===== src/rtl/acc_inval_queue.sv =====
// acc_inval_queue
//   Buffers cache-line invalidation requests from the vector accelerator and
//   presents them, line-aligned and in arrival order, to the D-cache
//   invalidation port.
//
// Parameters
//   DEPTH      : number of queue entries (power of two, >= 2)
//   ADDR_W     : invalidation address width
//   LINE_BYTES : D-cache line size in bytes
//
// Ports
//   clk_i, rst_ni  : clock (rising edge), asynchronous active-low reset
//   acc_cons_en_i  : coherence enable; when low, inputs are discarded and
//                    the queue is cleared
//   flush_i        : synchronous clear, wins over push and pop
//   in_valid_i / in_addr_i / in_ready_o    : request side
//   out_valid_o / out_addr_o / out_ready_i : cache side
//   count_o        : number of occupied entries
//
// Build option
//   ACC_INVAL_QUEUE_COALESCE_EN : when defined, a push whose aligned address
//   matches an occupied entry (other than a head popping this cycle) is
//   accepted and dropped.
module acc_inval_queue #(
  parameter int DEPTH      = 4,
  parameter int ADDR_W     = 64,
  parameter int LINE_BYTES = 16
) (
  input  logic                       clk_i,
  input  logic                       rst_ni,
  input  logic                       acc_cons_en_i,
  input  logic                       flush_i,
  input  logic                       in_valid_i,
  input  logic [ADDR_W-1:0]          in_addr_i,
  output logic                       in_ready_o,
  output logic                       out_valid_o,
  output logic [ADDR_W-1:0]          out_addr_o,
  input  logic                       out_ready_i,
  output logic [$clog2(DEPTH+1)-1:0] count_o
);

  localparam int PW  = $clog2(DEPTH);
  localparam int CW  = $clog2(DEPTH+1);
  localparam int OFF = $clog2(LINE_BYTES);
  localparam logic [CW-1:0]     FULL = CW'(DEPTH);
  localparam logic [ADDR_W-1:0] MASK = ~((ADDR_W'(1) << OFF) - ADDR_W'(1));

  logic [ADDR_W-1:0] mem_q [DEPTH];
  logic [PW-1:0]     rd_ptr_q, rd_ptr_d;
  logic [PW-1:0]     wr_ptr_q, wr_ptr_d;
  logic [CW-1:0]     count_q,  count_d;

  logic [ADDR_W-1:0] in_aligned;
  logic              push_hs;
  logic              pop;
  logic              store;
  logic              dup;

  assign in_aligned  = in_addr_i & MASK;
  assign out_valid_o = (count_q != '0);
  assign out_addr_o  = out_valid_o ? mem_q[rd_ptr_q] : '0;
  assign count_o     = count_q;
  assign in_ready_o  = acc_cons_en_i ? (count_q != FULL) : 1'b1;
  assign push_hs     = in_valid_i && in_ready_o;
  assign pop         = out_valid_o && out_ready_i;

`ifdef ACC_INVAL_QUEUE_COALESCE_EN
  // Entry i is occupied when its distance from the read pointer is below
  // count; the head is not a match candidate when it leaves this cycle.
  always_comb begin
    logic [PW-1:0] offs;
    dup  = 1'b0;
    offs = '0;
    for (int unsigned i = 0; i < DEPTH; i++) begin
      offs = PW'(i) - rd_ptr_q;
      if ((CW'(offs) < count_q) && !((offs == '0) && pop) &&
          (mem_q[i] == in_aligned))
        dup = 1'b1;
    end
  end
`else
  assign dup = 1'b0;
`endif

  assign store = push_hs && acc_cons_en_i && !flush_i && !dup;

  always_comb begin
    rd_ptr_d = rd_ptr_q;
    wr_ptr_d = wr_ptr_q;
    count_d  = count_q;
    if (!acc_cons_en_i || flush_i) begin
      rd_ptr_d = '0;
      wr_ptr_d = '0;
      count_d  = '0;
    end else begin
      rd_ptr_d = rd_ptr_q + PW'(pop);
      wr_ptr_d = wr_ptr_q + PW'(store);
      count_d  = count_q + CW'(store) - CW'(pop);
    end
  end

  always_ff @(posedge clk_i or negedge rst_ni) begin
    if (!rst_ni) begin
      rd_ptr_q <= '0;
      wr_ptr_q <= '0;
      count_q  <= '0;
    end else begin
      rd_ptr_q <= rd_ptr_d;
      wr_ptr_q <= wr_ptr_d;
      count_q  <= count_d;
    end
  end

  // Storage needs no reset: the output is gated by occupancy.
  always_ff @(posedge clk_i) begin
    if (store) mem_q[wr_ptr_q] <= in_aligned;
  end

endmodule


===== config.mk =====
export PLATFORM = sky130hd
export DESIGN_NAME = acc_inval_queue
export DESIGN_NICKNAME = d
export VERILOG_FILES = /design/src/rtl/acc_inval_queue.sv
export SDC_FILE = /design/constraint.sdc
export NUM_CORES = 1
export LEC_CHECK = 0
export CAP_MARGIN = 20
export CORE_ASPECT_RATIO = 0.75
export CORE_MARGIN = 3
export CORE_UTILIZATION = 50
export CTS_CLUSTER_SIZE = 16
export DETAILED_ROUTE_END_ITERATION = 6
export PLACE_DENSITY_LB_ADDON = 0.25
export SLEW_MARGIN = 30
export SYNTH_ARGS = -nofsm -noshare
export SYNTH_HDL_FRONTEND = slang
export SYNTH_SLANG_ARGS = --single-unit

===== constraint.sdc =====
create_clock -name clk_i -period 10.77 [get_ports clk_i]
set_input_delay 2.154 -clock clk_i [delete_from_list [all_inputs] [get_ports clk_i]]
set_output_delay 2.154 -clock clk_i [all_outputs]
set_load 0.02 [all_outputs]

# Word level (Yosys, flattened, before mapping)
# Memory sizes are Yosys's and may differ from the RTL's.
# Cells that the tools add are included.
[word_totals]
reg_bits = 7
ram_bits = 240
out_inout_bits = 69
in_bits = 70
mem_count = 1
[classes]
n_mux = 7
addsub = 4
eq_ne = 1
n_reduce_logical = 8
[mem_list]
columns = ["name", "depth", "word_bits", "read_ports", "rd_clocked_by_memory_dff", "write_ports", "line_no", "rtl"]
rows = [
  ["mem_q", 4, 60, 1, 0, 1, "48", "logic [ADDR_W-1:0] mem_q [DEPTH];"],
]
[ops]
columns = ["cell", "n"]
rows = [
  ["$mux 64", 1],
  ["$add 2x1->2", 2],
  ["$logic_and 1x1->1", 4],
  ["$mux 2", 2],
  ["$add 3x1->3", 1],
  ["$mux 1", 3],
  ["$mux 3", 1],
  ["$ne 3x3->1 const B", 1],
  ["$reduce_bool 3->1", 1],
  ["$sub 3x1->3", 1],
  ["$logic_not 1->1", 2],
  ["$logic_or 1x1->1", 1],
]

# Longest topological paths before layout
[depth]
depth_word = 8
depth_mapped = 10
mapped_depth_nobuf = 9

# Least setup slack after synthesis
# No wires, ideal clock.
[synth_path]
path_type = "input -> register"
from = "input port flush_i"
to = "memory mem_q[1][0] (netlist name), enable pin"
setup_time_ps = 647
cell_stages = 2
arrival_time_ps = 8607
slack_ps = 1516
cell_sequence = "nand3b_1 nor4b_1"
[synth_via]
elab_chain_len = 4
[synth_rtl]
columns = ["item", "line_no", "rtl"]
rows = [
  ["start, declared", "32", "input logic flush_i,"],
  ["$logic_not 1->1", "85", "assign store = push_hs && acc_cons_en_i && !flush_i && !dup;"],
  ["$logic_and 1x1->1", "85", ""],
  ["$mux 1", "116", "if (store) mem_q[wr_ptr_q] <= in_aligned;"],
  ["$mux 1 (not written as such)", "116", ""],
  ["end, declared", "48", ""],
]
# Every way passes these cells.

# Worst setup path after layout
[layout_path]
from = "register rd_ptr_q[0]"
to = "output port out_addr_o[61]"
[layout_via]
elab_chain_len = 2
[layout_rtl]
columns = ["item", "line_no", "rtl"]
rows = [
  ["start, declared", "49", "logic [PW-1:0] rd_ptr_q, rd_ptr_d;"],
  ["start signal, assigned", "108", "rd_ptr_q <= rd_ptr_d;"],
  ["$mem_v2 4x60", "n/a", ""],
  ["$mux 64", "61", "assign out_addr_o = out_valid_o ? mem_q[rd_ptr_q] : '0;"],
  ["end, declared", "37", "output logic [ADDR_W-1:0] out_addr_o,"],
]
# Every way passes these cells.

==> reports/metrics.yaml <==
status:
  status: "finished, final reports clean"
routing:
  first_iter_violations: 298
  via_per_inst: 5.41
  drc_errors: 0
  num_vias: 4500
  drt-wirelength-per-cell_um: 20.7
  drt-total-wl_mm: 17.2
  ant_nets: 0
  first_pass_iters: 4
yosys:
  synth_compound_area_frac: 0
  synth_top_area_cell: "edfxtp_1"
  ys.flop_type: "edfxtp_1"
  yosys_warnings: 0
  syn-instance-count: 423
  synth-simple-area-share: 0.0519
  synth_area_per_cell_um2: 22.6
  ys_types: 26
  synth_area_leaders: "edfxtp_1 (75%), mux4_2 (14%), and2_1 (4.2%), dfrtp_1 (1.8%), buf_12 (1.3%)"
  ys_async_sr_fraction: 0.0283
  synth_top_family_by_area: "multiplexers"
  synth_fa_ha_area_frac: 0.00732
  yosysSeqAreaShare: 0.771
  synth_mux_area_frac: 0.141
  synth_edf_count: 240
  synth_top_area_share: 0.753
  synth-xor-area-share: 0.00418
  synth-seq-cells: 247
  syn-cell-area_mm2: 0.00957
grt:
  grtUsageTotal: 0.166
  grt_pass1_wl_mm: 27.2
  antenna_found_initial: 1
  overflow: 0
  grt_max_degree: 63
  first_global_vias: 4870
timing:
  post-route-min-period_ps: 5490
  worst_pin_slew_ps: 922
  hold_viol_final: 0
  max_slew_margin: 0.385
  setup_violations: 0
  finClkSkew_ps: 17.0
  rsz0062_at_grt: "false"
  fin_crit_sh: 0.510
  finalSetupTns_ps: 0
  max_freq_ghz: 0.182
  maxSlewViolCount: 0
critical_path:
  path_class: "reg -> out"
  r2r-end: "count_o[2]"
  r2r_slack_ps: 8050
  rr_startpoint: "count_o[1]"
  crit_fanout: 42
  cp.required_ps: 8620
  ff2ff_path_depth: 9
  arrival_ps: 3340
  end_kind: "primary output"
  startpoint_type: "flop"
run:
  cap_violations: 0
clock_network:
  numCtsBuffers: 24
  clk_latency_ps: 510
  clk_pin_slew_ps: 60
  cts_tree: "done"
  cts.sinks: 247
  cts_resized: 0
  cts_setup_buffers: 0
  clock-root-buffer: "clkbuf_16"
  clk_path_buf_depth: 3
  cts_max_level: 1
  hold_buffers: 0
finish:
  post-route-util: 0.636
  nFillCells: 1327
  fin_nets: 642
  drive_gt1_frac: 0.197
  diodes: 0
  area_growth_pct: 23.6
die:
  num_rows: 43
  start_util: 0.514
  core_mm2: 0.0186
  io_pins: 139
  die_x_um: 166
  dieArea_mm2: 0.0209
  fp.dieH_um: 126
min_path:
  hold_depth: 2
  min-delay-start: "wr_ptr_q[1]"
  hold_path.class: "reg -> reg"
  worstHoldEndpoint: "wr_ptr_q[1]"
power_and_ir_drop:
  ir_worst_vdd_mv: 0.104
  leakagePower_nw: 3.77
  finalPower_mw: 1.95
  p_per_area_mw_per_mm2: 165
placed_design:
  port_buffers: 130
  place.gp.congestion: 0.711
  hpwlAfterDp_mm: 9.80
per-layer routing:
layer	vias up	global-route usage	wire, um
met5	-	0	20
met4	2	0.0313	260
met3	24	0.0405	997
met2	134	0.261	7850
met1	2344	0.245	8080
li1	1996	-	-
placed cells by master (no fill, tap or decap), drive strengths merged, types with 2 or more instances in the layout:
cell	netlist	routed
edfxtp	240	240
clkdlybuf4s50	0	130
inv	2	2
dfrtp	7	7
buf	17	10
nor4b	2	2
nor2	5	5
mux4	60	60
clkbuf	8	29
conb	1	4
ha	4	4
and2	64	64
clkinv	0	14
xnor2	2	2
how the worst max path moves through the flow:
stage               slack (ps)        endpoint          start
floorplan                 1520     mem_q[1][0]        flush_i
finish                    5280  out_addr_o[61]    rd_ptr_q[0]
global placement          5310      in_ready_o  acc_cons_en_i
detailed placement        5320      in_ready_o  acc_cons_en_i
CTS                       5160  out_addr_o[32]    rd_ptr_q[0]
global route              5010  out_addr_o[62]    rd_ptr_q[0]
synth_stat cells, types with 2 or more instances:
library cell  number
buf_12             6
clkbuf_1           8
xnor2_1            2
inv_1              2
ha_1               4
nor4b_1            2
edfxtp_1         240
buf_4              4
nor2_1             5
dfrtp_1            7
buf_2              6
and2_1            64
mux4_2            60
report_power, final:
group	switching, mW	leakage [nW]	internal [mW]
Combinational	0.0551	1.13	0.0595
Clock	0.332	0.370	0.442
Sequential	0.00322	2.26	1.06
critical path, cell delays in order, from the launching register on:
cell             delay [ps]
dfrtp_4                 690
buf_4                   740
mux4_2                  600
and2_1                  190
clkdlybuf4s50_1         540
state kept, by name, summed over array words and instances, names as in the netlist:
name	count
wr_ptr_q	2
count_o	3
mem_q	240
rd_ptr_q	2
metrics by stage:
step | instances | hold slack [ps] | worst slack (ps) | instance area, um2
detailed placement | 788 | 673 | 5320 | 11100
global placement | 788 | 613 | 5310 | 11100
global route | 832 | 738 | 5010 | 11800
floorplan | 426 | 548 | 1520 | 9580
finish | 832 | 694 | 5280 | 11800
CTS | 832 | 693 | 5160 | 11800
area by class of cell:
type	instances	area [um2]	share of cell area
well taps	247	309	0.0261
clock buffers	29	629	0.0532
inverters	2	7.51	0.000634
repair buffers	140	1380	0.116
flip-flops and latches	247	7390	0.624
clock inverters	15	110	0.00930
multi-input cells	152	2020	0.170
cell families after synthesis:
group / after synthesis
flip-flops: 247
adder cells (fa/ha/maj): 5
multiplexers: 60
AND/OR/NAND/NOR: 80
other: 1
buffers and inverters: 27
XOR/XNOR: 3
No activity file was read; power rests on OpenSTA's default activity.
